### src/rtl/my_mux8way_arb.sv
// Eight-channel valid/ready collector onto one registered output, tagging each word with its source index.
// Define MY_MUX8WAY_ARB_RR_EN for round-robin arbitration; default build is fixed priority (lowest index wins).
module my_mux8way_arb #(
   parameter int unsigned WIDTH = 16
) (
   input  logic                 clk,
   input  logic                 rst_n,
   input  logic [7:0]           in_valid,
   input  logic [8*WIDTH-1:0]   in_data,
   output logic [7:0]           in_ready,
   output logic                 out_valid,
   output logic [WIDTH-1:0]     out_data,
   output logic [2:0]           out_sel,
   input  logic                 out_ready
);

   localparam int unsigned NCH  = 8;
   localparam int unsigned SELW = 3;

   logic                w_slot_free;
   logic                w_any_valid;
   logic                w_grant;
   logic [SELW-1:0]     w_win;
   logic [WIDTH-1:0]    w_win_data;

   logic                r_out_valid;
   logic [WIDTH-1:0]    r_out_data;
   logic [SELW-1:0]     r_out_sel;

   assign w_slot_free = !r_out_valid || out_ready;
   assign w_any_valid = |in_valid;
   assign w_grant     = w_slot_free && w_any_valid;

`ifdef MY_MUX8WAY_ARB_RR_EN
   logic [SELW-1:0]     r_ptr;
   logic [SELW-1:0]     w_idx;

   // Scan ptr..ptr+7 in reverse so the earliest valid position in scan order is the last assignment.
   always_comb begin
      w_win = r_ptr;
      w_idx = r_ptr;
      for (int k = 7; k >= 0; k--) begin
         w_idx = r_ptr + SELW'(k);
         if (in_valid[w_idx]) begin
            w_win = w_idx;
         end
      end
   end

   always_ff @(posedge clk or negedge rst_n) begin
      if (!rst_n) begin
         r_ptr <= '0;
      end else if (w_grant) begin
         r_ptr <= w_win + SELW'(1);
      end
   end
`else
   // Fixed priority: lowest set index wins.
   always_comb begin
      w_win = '0;
      for (int k = 7; k >= 0; k--) begin
         if (in_valid[k]) begin
            w_win = SELW'(k);
         end
      end
   end
`endif

   always_comb begin
      w_win_data = '0;
      for (int k = 0; k < int'(NCH); k++) begin
         if (w_win == SELW'(k)) begin
            w_win_data = in_data[k*WIDTH +: WIDTH];
         end
      end
   end

   // Grant is held off while reset is asserted so no source sees an acceptance during reset.
   always_comb begin
      in_ready = '0;
      if (rst_n && w_grant) begin
         in_ready[w_win] = 1'b1;
      end
   end

   always_ff @(posedge clk or negedge rst_n) begin
      if (!rst_n) begin
         r_out_valid <= 1'b0;
         r_out_data  <= '0;
         r_out_sel   <= '0;
      end else if (w_grant) begin
         r_out_valid <= 1'b1;
         r_out_data  <= w_win_data;
         r_out_sel   <= w_win;
      end else if (w_slot_free) begin
         r_out_valid <= 1'b0;
      end
   end

   assign out_valid = r_out_valid;
   assign out_data  = r_out_data;
   assign out_sel   = r_out_sel;

endmodule

### config.mk
export PLATFORM = sky130hd
export DESIGN_NAME = my_mux8way_arb
export DESIGN_NICKNAME = d
export VERILOG_FILES = /design/src/rtl/my_mux8way_arb.sv
export SDC_FILE = /design/constraint.sdc
export NUM_CORES = 1
export LEC_CHECK = 0
export ABC_CLOCK_PERIOD_IN_PS = 1900
export BUFFER_PORTS_ARGS = -buffer_cell sky130_fd_sc_hd__buf_2
export CORE_MARGIN = 3
export CORE_UTILIZATION = 36
export DETAILED_ROUTE_END_ITERATION = 10
export PLACE_DENSITY = 0.79
export RECOVER_POWER = 50
export REMOVE_ABC_BUFFERS = 1
export SKIP_LAST_GASP = 1
export SLEW_MARGIN = 20
export SYNTH_ARGS = -nofsm -noshare
export SYNTH_HDL_FRONTEND = slang
export SYNTH_SLANG_ARGS = --single-unit
### constraint.sdc
create_clock -name clk -period 1.9 [get_ports clk]
set_input_delay 0.19 -clock clk [delete_from_list [all_inputs] [get_ports clk]]
set_output_delay 0.19 -clock clk [all_outputs]
set_load 0.1 [all_outputs]
==> results of run 1 <==
sequential cells by signal, summed over array words and instances (netlist names):
signal     flops
out_data      16
out_sel        3
out_valid      1
placed cells by master (no fill, tap or decap), drive strengths merged, types with 4 or more instances in the layout:
cell    instances
o21ai          18
inv             5
nand2          14
buf           204
mux2i          18
o221a          11
o211ai         12
and3            6
a22oi          25
dfrtp          20
a21oi          22
nand2b          4
nor2           17
worst max-delay path, cell delays in order:
cell and delay, ns:
buf_2 0.14, or4_4 0.61, nor2_4 0.14, and2_2 0.19, and3_4 0.22, buf_12 0.17
layout make-up:
class	instances	share of cell area
Tap cell	70	0.0260
Timing Repair Buffer	205	0.382
Multi-Input combinational cell	185	0.426
Sequential cell	20	0.149
Inverter	5	0.00558
Clock buffer	3	0.0123
kinds of logic (layout without fill, tap and decap cells):
family	Yosys count	after routing	share of synthesized area
buffers and inverters	23	213	0.0656
AOI/OAI and AO/OA	110	110	0.437
muxes	19	19	0.0956
and+or+nand+nor	56	56	0.152
DFF	20	20	0.250
Yosys cell counts, drive strengths merged:
cell,n,area [µm²]
nand2b,4,25.0
a31oi,1,6.26
a21oi,22,110
a2111oi,1,8.76
nor3,3,26.3
a2bb2oi,1,8.76
nand3,1,5.00
o221ai,2,23.8
a22oi,25,188
inv,5,18.8
a221o,2,20.0
o21a,1,7.51
o211ai,12,130
o21ai,18,128
or2,2,12.5
nor2,17,71.3
or4,2,18.8
clkbuf,6,22.5
nand4,1,6.26
and2,2,15.0
o2111a,1,11.3
mux2i,18,180
a221oi,3,26.3
a2111o,1,11.3
nor3b,1,7.51
mux2,1,11.3
a211oi,2,15.0
a32oi,1,8.76
o221a,11,124
nor4,1,6.26
o31a,1,8.76
buf,12,90.1
dfrtp,20,500
o22a,2,17.5
and3,6,37.5
nor2b,2,12.5
o31ai,2,15.0
nand2,14,60.1
o22ai,1,6.26
power by group through the flow:
stage               sequential, mW  clock [mW]  combinational (mW)
floorplan                    0.893           0               0.263
global placement             0.510           0               0.999
detailed placement           0.513           0                1.01
CTS                          0.505       0.280                1.02
global route                 0.510       0.310                1.08
finish                       0.505       0.282                1.03
path summary, 6_finish.rpt:
check	to	slack, ns	cells after the start
max	in_ready[4]	0.03	6
min	out_data[4]$_DFFE_PN0P_	0.20	2
min in group asynchronous	out_valid$_DFFE_PN0P_	0.33	2
max reg2reg	out_data[11]$_DFFE_PN0P_	0.20	7
min reg2reg	out_sel[0]$_DFFE_PN0P_	0.48	2
max in group asynchronous	out_data[15]$_DFFE_PN0P_	1.07	3
repair_timing:
item,CTS,global route
resized for setup,5,8
hold buffers,1,0
setup buffers,0,1
hold endpoints to repair,4,0
setup endpoints to repair,5,6
pin swaps,3,3
routing by layer:
metal / global-route usage / wire length [µm] / vias to the layer above
met1: 0.322 / 3580 / 1308
li1: - / - / 1290
met2: 0.486 / 4710 / 143
met5: 0 / 0 / -
met3: 0.0460 / 791 / 10
met4: 0.0608 / 102 / 0
stage by stage:
stage                util  hold slack (ns)  power, mW  TNS (ns)
global route        0.642            0.192       1.90   -0.0365
detailed placement  0.620           0.0521       1.53    -0.509
CTS                 0.634            0.190       1.81         0
finish              0.642            0.200       1.82         0
global placement    0.620           0.0482       1.51   -0.0274
floorplan               -           -0.106       1.16    -19.09
==> metrics.md, run 1 <==
| Metric | Value |
|---|---|
| Cells after DPL | `483` |
| NetSw | `0.868 mW` |
| CTS Root Cell | `clkbuf_8` |
| Post-Layout Inst Area | `3360 µm²` |
| Area Overhead vs Synth | `68.0%` |
| Core footprint | `5240 µm²` |
| Die height | `80.6 µm` |
| Max Fanout on Critical Path | `7` |
| Buffers on Ports | `166` |
| Vias in the first global route | `2738` |
| Crit path kind | `input pin to output pin` |
| Switching power share of the total | `0.477` |
| Arrival @ worst endpoint | `1.68 ns` |
| Worst hold path type | `input pin to register` |
| Internal Power | `0.951 mW` |
| DRT iter0 DRCs | `116` |
| Num rows | `26` |
| Clk pin slew, worst setup/hold paths | `0.08 ns` |
| Outcome | `finished, final reports clean` |
| Worst-skew pair later-pin latency | `0.25 ns` |
| Tot GR Track Use | `0.266` |
| Die area | `6490 µm²` |
| Vias | `2751` |
| Dpl ws | `-0.0645 ns` |
| CTS buffer count | `3` |
| CP Capture Type | `output pin` |
| Fraction of layout cells with a size suffix above 1 | `0.589` |
| Start point of the critical path | `in_valid[2]` |
| Vias/cell | `5.64` |
| Clock Path Buffers | `2` |
| Multi-input gate area | `1430 µm²` |
| Top-level port count | `167` |
| Largest net degree at the start of global routing | `17` |
| Synth Cell Area | `2000 µm²` |
| Max-slew headroom | `0.642` |
| FF/Latch Area | `500 µm²` |
| ANT cells | `0` |
| Placed Instance Area | `3250 µm²` |
| Total wire length | `9180 µm` |
| Leak Pwr | `1.62 nW` |
| RR Startpoint | `out_valid$_DFFE_PN0P_` |
| Pwr Density | `541 nW/µm²` |
| CP Launch Type | `input pin` |
| Die W | `80.6 µm` |
| Initial antenna violation count | `0` |
| Initial Util | `0.382` |
| First-pass DRT Iterations | `4` |
| Post-synthesis cell count | `228` |
| Hold Vio Cnt, Final | `0` |
| Max Clock Freq | `535 MHz` |
| Slew Viols, Final | `0` |
| Avg Inst Size Synth | `8.78 µm²` |
| Clock skew | `0.00123 ns` |
| Sequential share of power | `0.277` |
| Least-Margin Pin Slew | `0.535 ns` |
| Post-route insts no fill | `488` |
| Min-Delay Startpoint | `in_data[116]` |
| YS warnings | `0` |
| Yosys reg bits | `20` |
| Net count, final | `559` |
| VDD IR max | `261 µV` |
| Global route overflow | `0` |
| Final setup vio count | `0` |
| WP data required | `1.71 ns` |
| Avg WL per Cell | `18.8 µm` |
| GPL Wtd Cong | `0.936` |
| Fill cells | `472` |
| Register area share after synthesis | `0.250` |
| Post-DP HPWL | `7540 µm` |
| Clock sink count | `20` |
| Clock share of power | `0.155` |
| Post-synth cell types | `51` |
| Final Worst Setup Slack | `0.0324 ns` |
| Max_cap viols | `0` |
| Crit path time final | `1.87 ns` |
| Htree depth | `1` |
| Setup repair after global routing missed its margin | `true` |
| Period utilisation layout | `0.983` |
| First-pass GRT wire length | `13300 µm` |
| Combinational share of power | `0.568` |
| Post-route ant nets | `0` |
| CTS tree | `done` |
| Residual DRC | `0` |
No activity file was read; power rests on OpenSTA's default activity.
==> run 2, diff against run 1 <==
Settings changed: BUFFER_PORTS_ARGS -buffer_cell sky130_fd_sc_hd__buf_2 to -buffer_cell sky130_fd_sc_hd__buf_4.
==> metrics.md, run 2 (synthesized netlist as in run 1, its figures left out) <==
| Metric | Value |
|---|---|
| Clock sink count | `20 (unchanged)` |
| First-pass DRT Iterations | `5 (was 4)` |
| Initial Util | `0.382 (unchanged)` |
| Pwr Density | `555 nW/µm² (was 541 nW/µm²)` |
| Tot GR Track Use | `0.267 (was 0.266)` |
| Residual DRC | `0 (unchanged)` |
| Hold-critical path endpoint | `out_data[5]$_DFFE_PN0P_ (was out_data[4]$_DFFE_PN0P_)` |
| Outcome | `finished, violations left (was finished, final reports clean)` |
| Sequential share of power | `0.245 (was 0.277)` |
| WP data required | `1.71 ns (about the same)` |
| Reg2reg path depth | `8 (was 7)` |
| Avg WL per Cell | `19.1 µm (was 18.8 µm)` |
| CTS tree | `done (unchanged)` |
| Net count, final | `567 (was 559)` |
| Period utilisation layout | `1.02 (was 0.983)` |
| Combinational share of power | `0.544 (was 0.568)` |
| NetSw | `0.886 mW (was 0.868 mW)` |
| Switching power share of the total | `0.425 (was 0.477)` |
| Die height | `80.6 µm (unchanged)` |
| Fill cells | `411 (was 472)` |
| Largest net degree at the start of global routing | `14 (was 17)` |
| Final setup vio count | `3 (was 0)` |
| Cells after DPL | `488 (was 483)` |
| Internal Power | `1.20 mW (was 0.951 mW)` |
| Max Fanout on Critical Path | `8 (was 7)` |
| Arrival @ worst endpoint | `1.74 ns (was 1.68 ns)` |
| R2r endpoint | `out_data[10]$_DFFE_PN0P_ (was out_data[11]$_DFFE_PN0P_)` |
| Max-slew headroom | `0.663 (was 0.642)` |
| Placed Instance Area | `3570 µm² (was 3250 µm²)` |
| Die W | `80.6 µm (unchanged)` |
| Total negative slack | `-0.0409 ns (was 0 ns)` |
| Slew Viols, Final | `0 (unchanged)` |
| CP Capture Type | `output pin (unchanged)` |
| Tot Pwr | `2.09 mW (was 1.82 mW)` |
| Clk pin slew, worst setup/hold paths | `0.09 ns (was 0.08 ns)` |
| Multi-input gate area | `1410 µm² (was 1430 µm²)` |
| Leak Pwr | `1.78 nW (was 1.62 nW)` |
| FF/Latch Area | `500 µm² (unchanged)` |
| Most common cell after layout, fill and taps aside | `buf_4 (was buf_2)` |
| Area Overhead vs Synth | `87.8% (was 68.0%)` |
| Htree depth | `1 (unchanged)` |
| Vias | `2821 (was 2751)` |
| Worst hold stages | `2 (unchanged)` |
| Fraction of layout cells with a size suffix above 1 | `0.597 (was 0.589)` |
| Post-Layout Inst Area | `3760 µm² (was 3360 µm²)` |
| Global route overflow | `0 (unchanged)` |
| Clock Path Buffers | `2 (unchanged)` |
| Hold Vio Cnt, Final | `0 (unchanged)` |
| Num rows | `26 (unchanged)` |
| VDD IR max | `483 µV (was 261 µV)` |
| Core footprint | `5240 µm² (unchanged)` |
| Buffers on Ports | `166 (unchanged)` |
| First-pass GRT wire length | `13400 µm (was 13300 µm)` |
| Vias in the first global route | `2744 (was 2738)` |
| Hold slack | `0.185 ns (was 0.200 ns)` |
| DRT iter0 DRCs | `151 (was 116)` |
| Least-Margin Pin Slew | `0.504 ns (was 0.535 ns)` |
| CTS buffer count | `3 (unchanged)` |
| Reg2reg setup slack | `0.13 ns (was 0.20 ns)` |
| Initial antenna violation count | `0 (unchanged)` |
| Worst hold path type | `input pin to register (unchanged)` |
| Vias/cell | `5.68 (was 5.64)` |
| Clock skew | `0.00834 ns (was 0.00123 ns)` |
| Total wire length | `9480 µm (was 9180 µm)` |
| Dpl ws | `-0.150 ns (was -0.0645 ns)` |
| CTS Root Cell | `clkbuf_8 (unchanged)` |
| Max Clock Freq | `518 MHz (was 535 MHz)` |
| Crit path time final | `1.93 ns (was 1.87 ns)` |
| ANT cells | `0 (unchanged)` |
| Largest register FFs | `16 (unchanged)` |
| Worst-skew pair later-pin latency | `0.26 ns (was 0.25 ns)` |
| Post-DP HPWL | `7560 µm (was 7540 µm)` |
| Final Worst Setup Slack | `-0.0293 ns (was 0.0324 ns)` |
| Commonest non-fill, non-tap cells in the layout | `buf_4 (205), a22oi_1 (25), a21oi_1 (22) (was buf_2 (158), buf_4 (35), a22oi_1 (25))` |
| Max_cap viols | `0 (unchanged)` |
| GPL Wtd Cong | `0.906 (was 0.936)` |
| Clock share of power | `0.211 (was 0.155)` |
| Die area | `6490 µm² (unchanged)` |
| RR Startpoint | `out_valid$_DFFE_PN0P_ (unchanged)` |
| CP Launch Type | `input pin (unchanged)` |
| Failing checks | `negative setup slack` |
| Setup repair after global routing missed its margin | `true (unchanged)` |
| Post-route insts no fill | `497 (was 488)` |
| Crit path kind | `input pin to output pin (unchanged)` |
| Min-Delay Startpoint | `in_data[117] (was in_data[116])` |
| Layout Utilization | `0.718 (was 0.642)` |
| Top-level port count | `167 (unchanged)` |
| Post-route ant nets | `0 (unchanged)` |
## run 2: cell type report
class                   instances  area share
flip-flops and latches         20       0.133
multi-input cells             185       0.375
well taps                      70      0.0233
clock buffers                   3      0.0110
inverters                       5     0.00499
clock inverters                 1     0.00799
repair buffers                213       0.444
## run 2: power groups by stage
stage	registers (mW)	logic, mW	clock network (mW)
final	0.510	1.14	0.440
after global placement	0.516	1.11	0
after CTS	0.509	1.12	0.439
after detailed placement	0.518	1.11	0
after global routing	0.515	1.18	0.462
after floorplan	0.893	0.263	0
## run 2: how the worst max path moves through the flow
stage                               start                        to
detailed placement            in_valid[3]   out_data[9]$_DFFE_PN0P_
floorplan           out_valid$_DFFE_PN0P_               in_ready[1]
global placement              in_valid[3]  out_data[12]$_DFFE_PN0P_
global route                  in_valid[2]               in_ready[1]
finish                        in_valid[2]               in_ready[1]
CTS                           in_valid[2]               in_ready[1]
## run 2: layer usage
metal | global-route usage | vias up | share of wire
met2 | 0.476 | 148 | 0.50
met5 | 0 | - | 0
met1 | 0.324 | 1342 | 0.38
li1 | - | 1313 | -
met3 | 0.0504 | 18 | 0.10
met4 | 0.0777 | 0 | 0.019
## run 2: critical path: stages
cell	delay, ns
buf_4	0.13
or4_4	0.60
nor2_2	0.25
nor2_4	0.08
nand2_2	0.15
nor3b_2	0.08
clkbuf_8	0.24
## run 2: repair_timing
| item | in CTS | in global routing |
|---|---|---|
| setup endpoints to repair | 6 | 6 |
| pin swaps | 1 | 4 |
| resized for setup | 5 | 16 |
| hold endpoints to repair | 8 | 0 |
| hold buffers | 1 | 0 |
| setup buffers | 2 | 2 |
